## src/rtl/ifetch_unit_pkg.sv

```systemverilog
// ifetch_unit_pkg: shared RV32I fetch definitions.
//   XLEN             - datapath width
//   INSTR_NOP        - canonical NOP (addi x0, x0, 0) shown to decode when idle
//   PC_STEP          - byte increment between sequential instructions
//   RESET_PC_DEFAULT - default first fetch address after reset
//   fetch_entry_t    - buffered {pc, instr} pair
//   word_align()     - clears the byte-offset bits of an address
package ifetch_unit_pkg;

    localparam int          XLEN             = 32;
    localparam logic [31:0] INSTR_NOP        = 32'h0000_0013;
    localparam logic [31:0] PC_STEP          = 32'd4;
    localparam logic [31:0] RESET_PC_DEFAULT = 32'h0000_0000;

    typedef struct packed {
        logic [XLEN-1:0] pc;
        logic [XLEN-1:0] instr;
    } fetch_entry_t;

    function automatic logic [XLEN-1:0] word_align(input logic [XLEN-1:0] addr);
        return {addr[XLEN-1:2], 2'b00};
    endfunction

endpackage

```

## src/rtl/ifetch_unit_if.sv

```systemverilog
// ifetch_unit_if: bus bundle between the fetch stage and its neighbours.
//   imem_req_*   - fetch request handshake (fetch -> instruction memory)
//   imem_resp_*  - in-order instruction return (memory -> fetch)
//   redirect_*   - taken branch/jump from execute
//   dec_*        - instruction hand-off to decode
// master: the fetch stage; slave: memory/execute/decode side.
interface ifetch_unit_if;

    logic        imem_req_valid;
    logic        imem_req_ready;
    logic [31:0] imem_req_addr;
    logic        imem_resp_valid;
    logic [31:0] imem_resp_data;
    logic        redirect_valid;
    logic [31:0] redirect_pc;
    logic        dec_valid;
    logic        dec_ready;
    logic [31:0] dec_instr;
    logic [31:0] dec_pc;

    modport master (
        output imem_req_valid, imem_req_addr, dec_valid, dec_instr, dec_pc,
        input  imem_req_ready, imem_resp_valid, imem_resp_data,
               redirect_valid, redirect_pc, dec_ready
    );

    modport slave (
        input  imem_req_valid, imem_req_addr, dec_valid, dec_instr, dec_pc,
        output imem_req_ready, imem_resp_valid, imem_resp_data,
               redirect_valid, redirect_pc, dec_ready
    );

endinterface

```

## src/rtl/ifetch_unit_fetch_fifo.sv

```systemverilog
// ifetch_unit_fetch_fifo: synchronous FIFO of {pc, instr} entries.
//   clk, rst_n  - clock, synchronous active-low reset
//   push/data   - write an entry at the tail
//   pop         - drop the head entry (ignored when empty)
//   flush       - empty the FIFO; overrides push and pop
//   head        - head entry, read straight from storage registers
//   count/full/empty - occupancy status
// Storage is register based so the head is visible the cycle after the push.
module ifetch_unit_fetch_fifo
    import ifetch_unit_pkg::*;
#(
    parameter int DEPTH = 2
) (
    input  logic                       clk,
    input  logic                       rst_n,
    input  logic                       push,
    input  fetch_entry_t               push_data,
    input  logic                       pop,
    input  logic                       flush,
    output fetch_entry_t               head,
    output logic [$clog2(DEPTH):0]     count,
    output logic                       full,
    output logic                       empty
);

    localparam int AW = $clog2(DEPTH);

    fetch_entry_t   mem_reg [DEPTH];
    logic [AW-1:0]  wr_ptr_reg;
    logic [AW-1:0]  rd_ptr_reg;
    logic [AW:0]    count_reg;
    logic           push_en;
    logic           pop_en;
    logic [DEPTH-1:0] wr_sel;

    assign empty   = (count_reg == '0);
    assign full    = (count_reg == (AW+1)'(DEPTH));
    assign count   = count_reg;
    assign push_en = push && !flush;
    assign pop_en  = pop && !empty && !flush;
    assign head    = mem_reg[rd_ptr_reg];

    // One-hot write select per storage slot.
    generate
        for (genvar gi = 0; gi < DEPTH; gi++) begin : g_wr_sel
            assign wr_sel[gi] = push_en && (wr_ptr_reg == AW'(gi));
        end
    endgenerate

    always_ff @(posedge clk) begin
        for (int i = 0; i < DEPTH; i++) begin
            if (wr_sel[i]) begin
                mem_reg[i] <= push_data;
            end
        end
    end

    always_ff @(posedge clk) begin
        if (!rst_n || flush) begin
            wr_ptr_reg <= '0;
            rd_ptr_reg <= '0;
            count_reg  <= '0;
        end else begin
            if (push_en) begin
                wr_ptr_reg <= wr_ptr_reg + AW'(1);
            end
            if (pop_en) begin
                rd_ptr_reg <= rd_ptr_reg + AW'(1);
            end
            count_reg <= count_reg + (AW+1)'(push_en) - (AW+1)'(pop_en);
        end
    end

endmodule

```

## src/rtl/ifetch_unit.sv

```systemverilog
// ifetch_unit: RV32I instruction fetch stage.
//   clk, rst_n - clock, synchronous active-low reset
//   bus        - ifetch_unit_if.master: imem request/response, redirect,
//                decode hand-off
// Keeps the PC, issues one word request per credit, tags in-order responses
// with their PC and buffers them for decode. A redirect flushes the buffer
// and marks every still-pending response of the old stream for discard.
// Every output is derived from registered state only.
module ifetch_unit
    import ifetch_unit_pkg::*;
#(
    parameter logic [31:0] RESET_PC = RESET_PC_DEFAULT,
    parameter int          DEPTH    = 2
) (
    input  logic              clk,
    input  logic              rst_n,
    ifetch_unit_if.master     bus
);

    localparam int CW = $clog2(DEPTH) + 1;

    logic [XLEN-1:0] pc_reg;
    logic [XLEN-1:0] resp_pc_reg;
    logic [CW-1:0]   outstanding_reg;
    logic [CW-1:0]   drop_cnt_reg;
    logic [CW-1:0]   outstanding_next;

    logic            req_valid;
    logic            req_fire;
    logic            resp_fire;
    logic            keep_resp;
    logic            fifo_push;
    logic            fifo_pop;
    logic            fifo_full;
    logic            fifo_empty;
    logic [CW-1:0]   fifo_count;
    fetch_entry_t    fifo_head;
    fetch_entry_t    fifo_wdata;

    // Credit: buffered entries plus in-flight requests never exceed DEPTH,
    // so every response always has a slot waiting for it.
    assign req_valid = ({1'b0, outstanding_reg} + {1'b0, fifo_count}) < (CW+1)'(DEPTH);
    assign req_fire  = req_valid && bus.imem_req_ready;
    assign resp_fire = bus.imem_resp_valid;

    assign outstanding_next = outstanding_reg + CW'(req_fire) - CW'(resp_fire);

    // A response is kept only if it belongs to the current stream.
    assign keep_resp  = resp_fire && (drop_cnt_reg == '0) && !bus.redirect_valid;
    assign fifo_pop   = !fifo_empty && bus.dec_ready;
    // Redundant with the credit rule; guards storage against a misbehaving memory.
    assign fifo_push  = keep_resp && (!fifo_full || fifo_pop);
    assign fifo_wdata = '{pc: resp_pc_reg, instr: bus.imem_resp_data};

    ifetch_unit_fetch_fifo #(.DEPTH(DEPTH)) u_fifo (
        .clk       (clk),
        .rst_n     (rst_n),
        .push      (fifo_push),
        .push_data (fifo_wdata),
        .pop       (fifo_pop),
        .flush     (bus.redirect_valid),
        .head      (fifo_head),
        .count     (fifo_count),
        .full      (fifo_full),
        .empty     (fifo_empty)
    );

    always_ff @(posedge clk) begin
        if (!rst_n) begin
            pc_reg          <= RESET_PC;
            resp_pc_reg     <= RESET_PC;
            outstanding_reg <= '0;
            drop_cnt_reg    <= '0;
        end else begin
            outstanding_reg <= outstanding_next;
            if (bus.redirect_valid) begin
                // Everything still pending after this edge, including a
                // request that fires right now on the old pc, is stale.
                pc_reg       <= word_align(bus.redirect_pc);
                resp_pc_reg  <= word_align(bus.redirect_pc);
                drop_cnt_reg <= outstanding_next;
            end else begin
                if (req_fire) begin
                    pc_reg <= pc_reg + PC_STEP;
                end
                if (resp_fire) begin
                    if (drop_cnt_reg != '0) begin
                        drop_cnt_reg <= drop_cnt_reg - CW'(1);
                    end else begin
                        resp_pc_reg <= resp_pc_reg + PC_STEP;
                    end
                end
            end
        end
    end

    assign bus.imem_req_valid = req_valid;
    assign bus.imem_req_addr  = pc_reg;
    assign bus.dec_valid      = !fifo_empty;
    assign bus.dec_instr      = fifo_empty ? INSTR_NOP : fifo_head.instr;
    assign bus.dec_pc         = fifo_empty ? '0 : fifo_head.pc;

endmodule

```

## src/flat_wrapper.sv

```systemverilog
// flat-port wrapper written by rule: the top's interface ports become plain ports
module ifetch_unit_flat import ifetch_unit_pkg::*;
#(
    parameter logic [31:0] RESET_PC = RESET_PC_DEFAULT,
    parameter int          DEPTH    = 2
)
  (clk, rst_n, bus_imem_req_valid, bus_imem_req_addr, bus_dec_valid, bus_dec_instr, bus_dec_pc, bus_imem_req_ready, bus_imem_resp_valid, bus_imem_resp_data, bus_redirect_valid, bus_redirect_pc, bus_dec_ready);
  ifetch_unit_if bus_i ();
  input  logic clk;
  input  logic rst_n;
  output wire logic [$bits(bus_i.imem_req_valid)-1:0] bus_imem_req_valid;
  output wire logic [$bits(bus_i.imem_req_addr)-1:0] bus_imem_req_addr;
  output wire logic [$bits(bus_i.dec_valid)-1:0] bus_dec_valid;
  output wire logic [$bits(bus_i.dec_instr)-1:0] bus_dec_instr;
  output wire logic [$bits(bus_i.dec_pc)-1:0] bus_dec_pc;
  input wire logic [$bits(bus_i.imem_req_ready)-1:0] bus_imem_req_ready;
  input wire logic [$bits(bus_i.imem_resp_valid)-1:0] bus_imem_resp_valid;
  input wire logic [$bits(bus_i.imem_resp_data)-1:0] bus_imem_resp_data;
  input wire logic [$bits(bus_i.redirect_valid)-1:0] bus_redirect_valid;
  input wire logic [$bits(bus_i.redirect_pc)-1:0] bus_redirect_pc;
  input wire logic [$bits(bus_i.dec_ready)-1:0] bus_dec_ready;
  assign bus_imem_req_valid = bus_i.imem_req_valid;
  assign bus_imem_req_addr = bus_i.imem_req_addr;
  assign bus_dec_valid = bus_i.dec_valid;
  assign bus_dec_instr = bus_i.dec_instr;
  assign bus_dec_pc = bus_i.dec_pc;
  assign bus_i.imem_req_ready = bus_imem_req_ready;
  assign bus_i.imem_resp_valid = bus_imem_resp_valid;
  assign bus_i.imem_resp_data = bus_imem_resp_data;
  assign bus_i.redirect_valid = bus_redirect_valid;
  assign bus_i.redirect_pc = bus_redirect_pc;
  assign bus_i.dec_ready = bus_dec_ready;
  ifetch_unit #(.RESET_PC(RESET_PC), .DEPTH(DEPTH)) u_core (.clk(clk), .rst_n(rst_n), .bus(bus_i));
endmodule
```

## config.mk

```make
export PLATFORM = sky130hd
export DESIGN_NAME = ifetch_unit_flat
export DESIGN_NICKNAME = d
export VERILOG_FILES = /design/src/rtl/ifetch_unit_pkg.sv /design/src/rtl/ifetch_unit_if.sv /design/src/rtl/ifetch_unit_fetch_fifo.sv /design/src/rtl/ifetch_unit.sv /design/src/flat_wrapper.sv
export SDC_FILE = /design/constraint.sdc
export NUM_CORES = 1
export LEC_CHECK = 0
export BUFFER_PORTS_ARGS = -buffer_cell sky130_fd_sc_hd__buf_4
export CORE_ASPECT_RATIO = 0.9
export CORE_MARGIN = 10
export CORE_UTILIZATION = 35
export DETAILED_ROUTE_END_ITERATION = 7
export PLACE_DENSITY = 0.56
export RECOVER_POWER = 50
export REMOVE_ABC_BUFFERS = 1
export SLEW_MARGIN = 10
export SYNTH_ARGS = -nofsm -noshare
export SYNTH_HDL_FRONTEND = slang
export SYNTH_HIERARCHICAL = 1
export SYNTH_SLANG_ARGS = --single-unit
```

## constraint.sdc

```tcl
create_clock -name clk -period 4.7 [get_ports clk]
set_input_delay 0.235 -clock clk [delete_from_list [all_inputs] [get_ports clk]]
set_output_delay 0.235 -clock clk [all_outputs]
set_load 0.05 [all_outputs]
```

==> results.json, run 1 <==
{
  "rr_worst_depth": 11,
  "cts-root-buf": "clkbuf_16",
  "startpoint_type": "flip-flop",
  "postLayoutSetupSlackWorst_ps": 1018,
  "avgSynthCellArea_um2": 12.36,
  "ys_top_cells_by_area": "edfxtp_1 (42%), dfxtp_1 (15%), mux2_4 (9.8%)",
  "setup-violations-final": 0,
  "grt_max_degree": 66,
  "wl_per_cell_um": 17.24,
  "r2r_start": "u_core/u_fifo/count[0]",
  "die_w_um": 190.7,
  "cp_slowest_cell": "nor3b_1",
  "maxCapViolations": 0,
  "vias": 6364,
  "yosysUniqueCellTypes": 55,
  "status": "complete, no violations",
  "grt_pass1_wl_um": 35000,
  "hold_path_class": "in2reg",
  "cp_top_family": "simple AND/OR/NAND/NOR gates",
  "placement_rows": 56,
  "ir_worst_vdd_mv": 0.2292,
  "fp.dieH_um": 173.6,
  "first_pass_iters": 5,
  "fin_crit_ps": 3682,
  "critPathKind": "reg2reg",
  "timing.rr.end": "u_core/drop_cnt_reg[1]",
  "hold_slack_ps": 153.5,
  "path_cells": "and2_0 -> fa_1 -> nor3b_1 -> clkinv_1 -> ha_1 -> inv_1 -> ha_1 -> xnor2_1 -> xnor2_1 -> nand3_1 -> o21ai_0",
  "cp.arrival_ps": 4030,
  "synth_seq_cells": 197,
  "place_ws_ps": 1642,
  "synth_common_cells": "edfxtp_1 (128), dfxtp_1 (69), nor2b_1 (65), mux2_4 (60), o21ai_0 (33)",
  "synth-edff-count": 128,
  "tightest_slew_ps": 1420,
  "dieArea_mm2": 0.03312,
  "min_path_cells": 3,
  "drive_gt1_share_pct": 24.55,
  "vias_per_cell": 4.937,
  "holdCritStartpoint": "bus_redirect_pc[6]",
  "required_ps": 5050,
  "end_kind": "flip-flop",
  "ys_seq_area_share_pct": 56.92,
  "cts_tree": "done",
  "clkLatencyLatePin_ps": 430,
  "largest_reg_flops": 128,
  "yosysWarnings": 6,
  "finalCritPeriodShare_pct": 78.35,
  "netlist.area_leader.share_pct": 41.87,
  "relSlewSlack_pct": 5.347,
  "clkTransAtPathRegs_ps": 80,
  "cts_resized": 0,
  "rrSetupSlack_ps": 1020,
  "cpPeakStageDelay_ps": 780,
  "gp_congestion": 0.7894,
  "p_leak_nw": 4.002,
  "nets": 1006,
  "slew_violations": 0,
  "antenna_found_initial": 0,
  "ys.flop_type": "edfxtp_1",
  "syn_area_mm2": 0.009180,
  "postRouteAntennaNets": 0,
  "grt_usage_pct": 13.28,
  "crit_buf_inv": 2,
  "fmax_mhz": 271.6,
  "synth_top_area_cell": "edfxtp_1",
  "clock_path_buffers": 2,
  "place_hpwl_um": 15500,
  "drc": 0,
  "synth-async-reset-ratio_pct": 0,
  "htreeDepth": 4,
  "grt_overflow": 0,
  "finalClockSkew_ps": 13.31,
  "critPathMaxFanout": 8,
  "post-synth-top-count-cell": "edfxtp_1",
  "power.density_mw_per_mm2": 348.5,
  "finalWirelength_um": 22230,
  "area_growth_pct": 24.23,
  "io_buffers": 163,
  "coreArea_mm2": 0.02592,
  "final.setup.tns_ps": 0,
  "cts_inserted_buffers": 17,
  "rsz0062_at_grt": "no",
  "whs_endpoint": "u_core/resp_pc_reg[6]",
  "io_pins": 168,
  "cts_sinks": 197,
  "grt_pass1_vias": 6322,
  "antenna_cells": 0,
  "hold_viol_final": 0,
  "initial_core_util_pct": 35.41,
  "synthCells": 743,
  "drt_iter0_markers": 363
}
worst register-to-register path: cells and delay by family, from the launching register on:
family                     cells  cell delay, ps
adders and majority gates      3            1070
DFF                            1             430
AOI/OAI and AO/OA              1             110
and+or+nand+nor                3            1080
xor gates and xnor gates       2             350
buffers and inverters          2             560
cells in the final DEF, fill, tap and decap left out, types with 24 or more instances in the layout:
master / n
edfxtp_1: 128
buf_4: 92
dfxtp_1: 68
nor2b_1: 65
mux2_4: 60
clkbuf_1: 46
o21ai_0: 33
dlygate4sd3_1: 32
nor3_1: 32
clkbuf_4: 31
nand2_1: 31
nand3_1: 25
a21oi_1: 24
layout make-up:
cell class	instances	area, um^2
inverters	15	56.30
clock buffers	18	429.2
repair buffers	201	1418
multi-input cells	496	3711
flip-flops and latches	197	5229
well taps	348	435.4
fillers	2503	14520
clock inverters	14	126.4
per-stage QoR:
step | util (%) | std cells | area [um^2] | power [mW]
6_report | 43.99 | 1289 | 11400 | 3.974
4_1_cts | 44.72 | 1289 | 11590 | 4.064
5_1_grt | 43.99 | 1289 | 11400 | 4.156
3_3_place_gp | 41.34 | 1225 | 10720 | 2.635
2_1_floorplan | - | 708 | 8987 | 2.437
3_5_place_dp | 41.34 | 1225 | 10720 | 2.645
kinds of logic after synthesis:
group	count (synthesis)	share of synthesized area, %
DFF	197	56.92
muxes	68	10.74
xor gates and xnor gates	26	2.630
AOI/OAI and AO/OA	120	8.192
adders and majority gates	8	1.172
buffers and inverters	55	2.917
other	1	0.04085
and+or+nand+nor	268	17.39
worst max-delay path by stage:
stage / from / endpoint / slack [ps] / cells past startpoint
final: u_core/u_fifo/count[0] / u_core/drop_cnt_reg[1] / 1020 / 11
after global routing: u_core/u_fifo/count[0] / u_core/drop_cnt_reg[1] / 880 / 11
after CTS: u_core/u_fifo/count[0] / u_core/drop_cnt_reg[1] / 1610 / 11
after detailed placement: u_core/u_fifo/count[0] / u_core/drop_cnt_reg[1] / 1640 / 11
after global placement: u_core/u_fifo/count[0] / u_core/drop_cnt_reg[1] / 1730 / 11
after floorplan: u_core/u_fifo/count[1] / u_core/u_fifo/mem_reg[0][0] / -130 / 6
per-layer routing:
metal	up-vias	part of all wire, %	track usage, %
met1	3027	49	18.20
met3	10	5.4	3.982
met2	154	45	19.83
li1	3173	-	-
met5	-	0	0
met4	0	0.81	3.574
power breakdown:
group / leakage (nW) / internal (mW) / switching, mW
clock network: 0.264 / 0.736 / 0.646
logic: 2.00 / 0.222 / 0.347
registers: 1.74 / 1.95 / 0.0777
total: 4.00 / 2.90 / 1.07
what timing repair did:
action,4_1_cts,5_1_grt
buffers inserted,0,0
hold buffers,32,0
endpoints found under the hold margin,64,0
Note: power is estimated with default switching activity, not from simulation.
==> inputs of run 2 (changes only) <==
Clock period 4.7 ns to 3.45 ns, I/O delays scaled along.
==> results.json, run 2 (synthesized netlist as in run 1, its figures left out) <==
{
  "largest_reg_flops": 128,
  "finalWirelength_um": 22800,
  "grt_usage_pct": 13.73,
  "setup-violations-final": 0,
  "rr_worst_depth": 11,
  "rrSetupSlack_ps": 540,
  "dieArea_mm2": 0.03312,
  "nets": 1009,
  "end_kind": "flip-flop",
  "relSlewSlack_pct": 4.589,
  "fin_crit_ps": 2976,
  "power.density_mw_per_mm2": 473.2,
  "cts_resized": 0,
  "timing.rr.end": "u_core/drop_cnt_reg[1]",
  "area_growth_pct": 24.23,
  "antenna_cells": 0,
  "place_area_mm2": 0.01078,
  "critPathKind": "in2reg",
  "wl_per_cell_um": 17.65,
  "drt_iter0_markers": 363,
  "cts_sinks": 197,
  "cp.arrival_ps": 3320,
  "min_path_cells": 3,
  "p_leak_nw": 3.978,
  "coreArea_mm2": 0.02592,
  "drc": 0,
  "placement_rows": 56,
  "required_ps": 3800,
  "grt_pass1_vias": 6344,
  "dr.max_layer_used": "met4",
  "finalClockSkew_ps": 11.71,
  "vias_per_cell": 4.961,
  "drt-met1-wl_um": 11140,
  "fin_util_pct": 43.99,
  "wl_met3_um": 1326,
  "ir_worst_vdd_mv": 0.2435,
  "postLayoutSetupSlackWorst_ps": 473.8,
  "dr_wl_met2_um": 10060,
  "cts-root-buf": "clkbuf_16",
  "tightest_slew_ps": 1431,
  "cp_slowest_cell": "clkbuf_1",
  "antenna_found_initial": 0,
  "die_w_um": 190.7,
  "whs_endpoint": "u_core/resp_pc_reg[5]",
  "vias": 6409,
  "startpoint_type": "primary input",
  "postRouteAntennaNets": 0,
  "gp_congestion": 0.7910,
  "fmax_mhz": 336.0,
  "cpPeakStageDelay_ps": 1080,
  "final.setup.tns_ps": 0,
  "drive_gt1_share_pct": 23.83,
  "r2r_start": "u_core/u_fifo/count[0]",
  "io_buffers": 163,
  "rsz0062_at_grt": "no",
  "io_pins": 168,
  "htreeDepth": 4,
  "path_cells": "clkbuf_4 -> inv_1 -> clkbuf_1 -> o21ai_0 -> a31oi_1",
  "critPathMaxFanout": 44,
  "grt_overflow": 0,
  "place_ws_ps": 466.3,
  "status": "complete, no violations",
  "cts_tree": "done",
  "grt_max_degree": 66,
  "initial_core_util_pct": 35.41,
  "cts_inserted_buffers": 17,
  "finalPower_mw": 5.396,
  "first_pass_iters": 4,
  "hold_path_class": "in2reg",
  "fp.dieH_um": 173.6,
  "finalCritPeriodShare_pct": 86.27,
  "place_hpwl_um": 15740,
  "fin_area_mm2": 0.01140,
  "grt_pass1_wl_um": 36400,
  "holdCritStartpoint": "bus_redirect_pc[5]",
  "mostFrequentLayoutCells": "edfxtp_1 (128), buf_4 (84), dfxtp_1 (68)",
  "place_inst": 1228,
  "hold_viol_final": 0,
  "slew_violations": 0,
  "final_cell_count_no_fill": 1292,
  "hold_slack_ps": 124.3,
  "maxCapViolations": 0,
  "clock_path_buffers": 2,
  "clkTransAtPathRegs_ps": 70,
  "clkLatencyLatePin_ps": 420,
  "layout_commonest_cell": "edfxtp_1"
}
-- run 2: cell types whose count changed in the layout (fill, tap and decap cells not counted), sizes merged --
cell and change:
clkinv -3, buf -6, bufinv -1, clkbuf +13
-- run 2: worst max path at each step --
stage                      startpoint                           end  slack, ps
6_report           bus_redirect_valid   u_core/bus.imem_req_addr[8]        470
5_1_grt            bus_redirect_valid  u_core/bus.imem_req_addr[11]        120
4_1_cts        u_core/u_fifo/count[0]        u_core/drop_cnt_reg[1]        440
3_5_place_dp   u_core/u_fifo/count[0]        u_core/drop_cnt_reg[1]        470
3_3_place_gp   u_core/u_fifo/count[0]        u_core/drop_cnt_reg[1]        520
2_1_floorplan  u_core/u_fifo/count[1]   u_core/u_fifo/mem_reg[0][0]      -1380
-- run 2: layer usage --
layer	vias up	GRT usage [%]
met5	-	0
met4	0	3.410
met3	12	4.043
met2	161	20.40
met1	3056	19.05
li1	3180	-
-- run 2: where the power goes --
group,total (mW),switching [mW],internal [mW]
clock network,1.86,0.885,0.976
logic,0.777,0.473,0.304
registers,2.76,0.107,2.65
-- run 2: critical path: cells and delay by family --
family / cells / cell delay [ps]
compound gates: 2 / 700
buf+inv: 3 / 2400
-- run 2: what timing repair did --
| item | in CTS | in global routing |
|---|---|---|
| endpoints found under the hold margin | 64 | 0 |
| setup buffers | 0 | 0 |
| hold buffers | 32 | 0 |
-- run 2: cell type report --
cell class,instances,area (um^2)
clock buffer,22,465.4
tap,348,435.4
fill,2516,14520
clock inverter,10,76.32
inverter,15,56.30
multi-input combinational,496,3715
sequential,197,5229
timing repair buffer,204,1428
==> inputs of run 3 (changes only) <==
Settings changed: CORE_UTILIZATION 35 to 40, PLACE_DENSITY 0.56 to 0.63.
==> results.json, run 3 (synthesized netlist as in run 1, its figures left out) <==
{
  "grt_pass1_vias": 6480,
  "clkLatencyLatePin_ps": 430,
  "cts-root-buf": "clkbuf_16",
  "io_pins": 168,
  "finalWirelength_um": 21740,
  "initial_core_util_pct": 40.78,
  "grt_max_degree": 66,
  "critPathMaxFanout": 65,
  "p_sw_share_pct": 26.48,
  "cts_resized": 0,
  "cts_inserted_buffers": 17,
  "p_switching_mw": 1.430,
  "relSlewSlack_pct": -8.040,
  "grt_usage_pct": 14.71,
  "fp.dieH_um": 163.7,
  "mostFrequentLayoutCells": "edfxtp_1 (128), buf_4 (80), dfxtp_1 (68)",
  "drt_iter0_markers": 345,
  "wl_met3_um": 1383,
  "fin_crit_ps": 2858,
  "largest_reg_flops": 128,
  "drive_gt1_share_pct": 24.28,
  "maxCapViolations": 1,
  "vias_per_cell": 5.157,
  "setup-violations-final": 0,
  "status": "finished with violations",
  "nets": 1008,
  "dr.max_layer_used": "met4",
  "failed_checks": "max-capacitance violations, max-slew violations",
  "wl_per_cell_um": 17.53,
  "path_cells": "nor2_4 -> clkbuf_2 -> nor2b_1 -> clkbuf_1",
  "antenna_cells": 0,
  "p_leak_nw": 3.991,
  "cp_slowest_cell": "clkbuf_2",
  "coreArea_mm2": 0.02251,
  "critPathKind": "reg2out",
  "place_hpwl_um": 14870,
  "end_kind": "output port",
  "placement_rows": 52,
  "internal-power_mw": 3.970,
  "hold_viol_final": 0,
  "dr_wl_met2_um": 9493,
  "dieArea_mm2": 0.02942,
  "area_growth_pct": 23.93,
  "r2r_start": "u_core/u_fifo/count[0]",
  "rsz0062_at_grt": "no",
  "antenna_found_initial": 0,
  "finalClockSkew_ps": 10.83,
  "cp.arrival_ps": 2690,
  "drt-met1-wl_um": 10550,
  "io_buffers": 163,
  "fmax_mhz": 349.9,
  "final.setup.tns_ps": 0,
  "power.density_mw_per_mm2": 474.6,
  "htreeDepth": 4,
  "vias": 6395,
  "cts_sinks": 197,
  "pwr-share-clk_pct": 34.4,
  "holdCritStartpoint": "bus_redirect_pc[5]",
  "clkTransAtPathRegs_ps": 70,
  "power_frac_seq_pct": 51.0,
  "required_ps": 3280,
  "cts_tree": "done",
  "startpoint": "u_core/u_fifo/count[1]",
  "gp_congestion": 0.8280,
  "hold_path_class": "in2reg",
  "grt_pass1_wl_um": 34960,
  "tightest_slew_ps": 1619,
  "pwr-share-comb_pct": 14.5,
  "drc": 0,
  "postRouteAntennaNets": 0,
  "layout_commonest_cell": "edfxtp_1",
  "place_area_mm2": 0.01071,
  "first_pass_iters": 4,
  "fin_area_mm2": 0.01138,
  "startpoint_type": "flip-flop",
  "ir_worst_vdd_mv": 0.2792,
  "slew_violations": 59,
  "cpPeakStageDelay_ps": 720,
  "finalCritPeriodShare_pct": 82.83,
  "clock_path_buffers": 2,
  "grt_overflow": 0,
  "die_w_um": 179.7
}
[run 3: changes by cell type in the layout (fill, tap and decap cells not counted), sizes merged]
cell	before	now
inv	18	16
clkbuf	108	110
buf	86	83
clkinvlp	2	4
[run 3: critical path: cells and delay by family (launching register included)]
family | cells | cell delay [ps]
flip-flops | 1 | 450
buffers and inverters | 2 | 1310
AND/OR/NAND/NOR | 2 | 410
[run 3: what timing repair did]
action | 4_1_cts | 5_1_grt
buffers inserted | 0 | 0
endpoints found under the hold margin | 64 | 0
hold buffers | 32 | 0
[run 3: final cells by class]
cell class	count	area, um^2
flip-flops and latches	197	5229
inverters	15	56.30
multi-input cells	496	3729
repair buffers	203	1434
clock buffers	22	485.5
fillers	2038	11130
clock inverters	10	72.57
well taps	297	371.6
[run 3: power by group through the flow]
stage | logic (mW) | registers, mW | clock network (mW)
2_1_floorplan | 0.448 | 2.87 | 0
3_3_place_gp | 0.784 | 2.80 | 0
3_5_place_dp | 0.794 | 2.81 | 0
4_1_cts | 0.828 | 2.76 | 1.92
5_1_grt | 0.863 | 2.77 | 2.02
6_report | 0.785 | 2.76 | 1.86
[run 3: routing by layer]
layer  track usage [%]  vias to the layer above
met1             19.78                     3011
met5                 0                        -
li1                  -                     3172
met2             21.96                      193
met3             4.883                       19
met4             4.769                        0
[run 3: final timing paths]
check / cells after the start / slack [ps] / endpoint
worst max register to register: 11 / 670 / u_core/drop_cnt_reg[1]
worst min register to register: 0 / 500 / u_core/u_fifo/mem_reg[1][63]
worst max-delay path: 4 / 590 / bus_dec_pc[11]
worst min-delay path: 3 / 90 / u_core/resp_pc_reg[5]
[run 3: through the flow]
stage               std cells  hold WS, ps  utilization (%)  power, mW  setup WS (ps)
finish                   1240        85.03            50.54      5.400          592.4
global route             1240        108.5            50.54      5.658          304.1
CTS                      1240        71.63            51.46      5.501          666.9
detailed placement       1176        360.3            47.56      3.602          704.5
global placement         1176        357.1            47.56      3.588          735.4
floorplan                 708        271.4                -      3.319          -1383
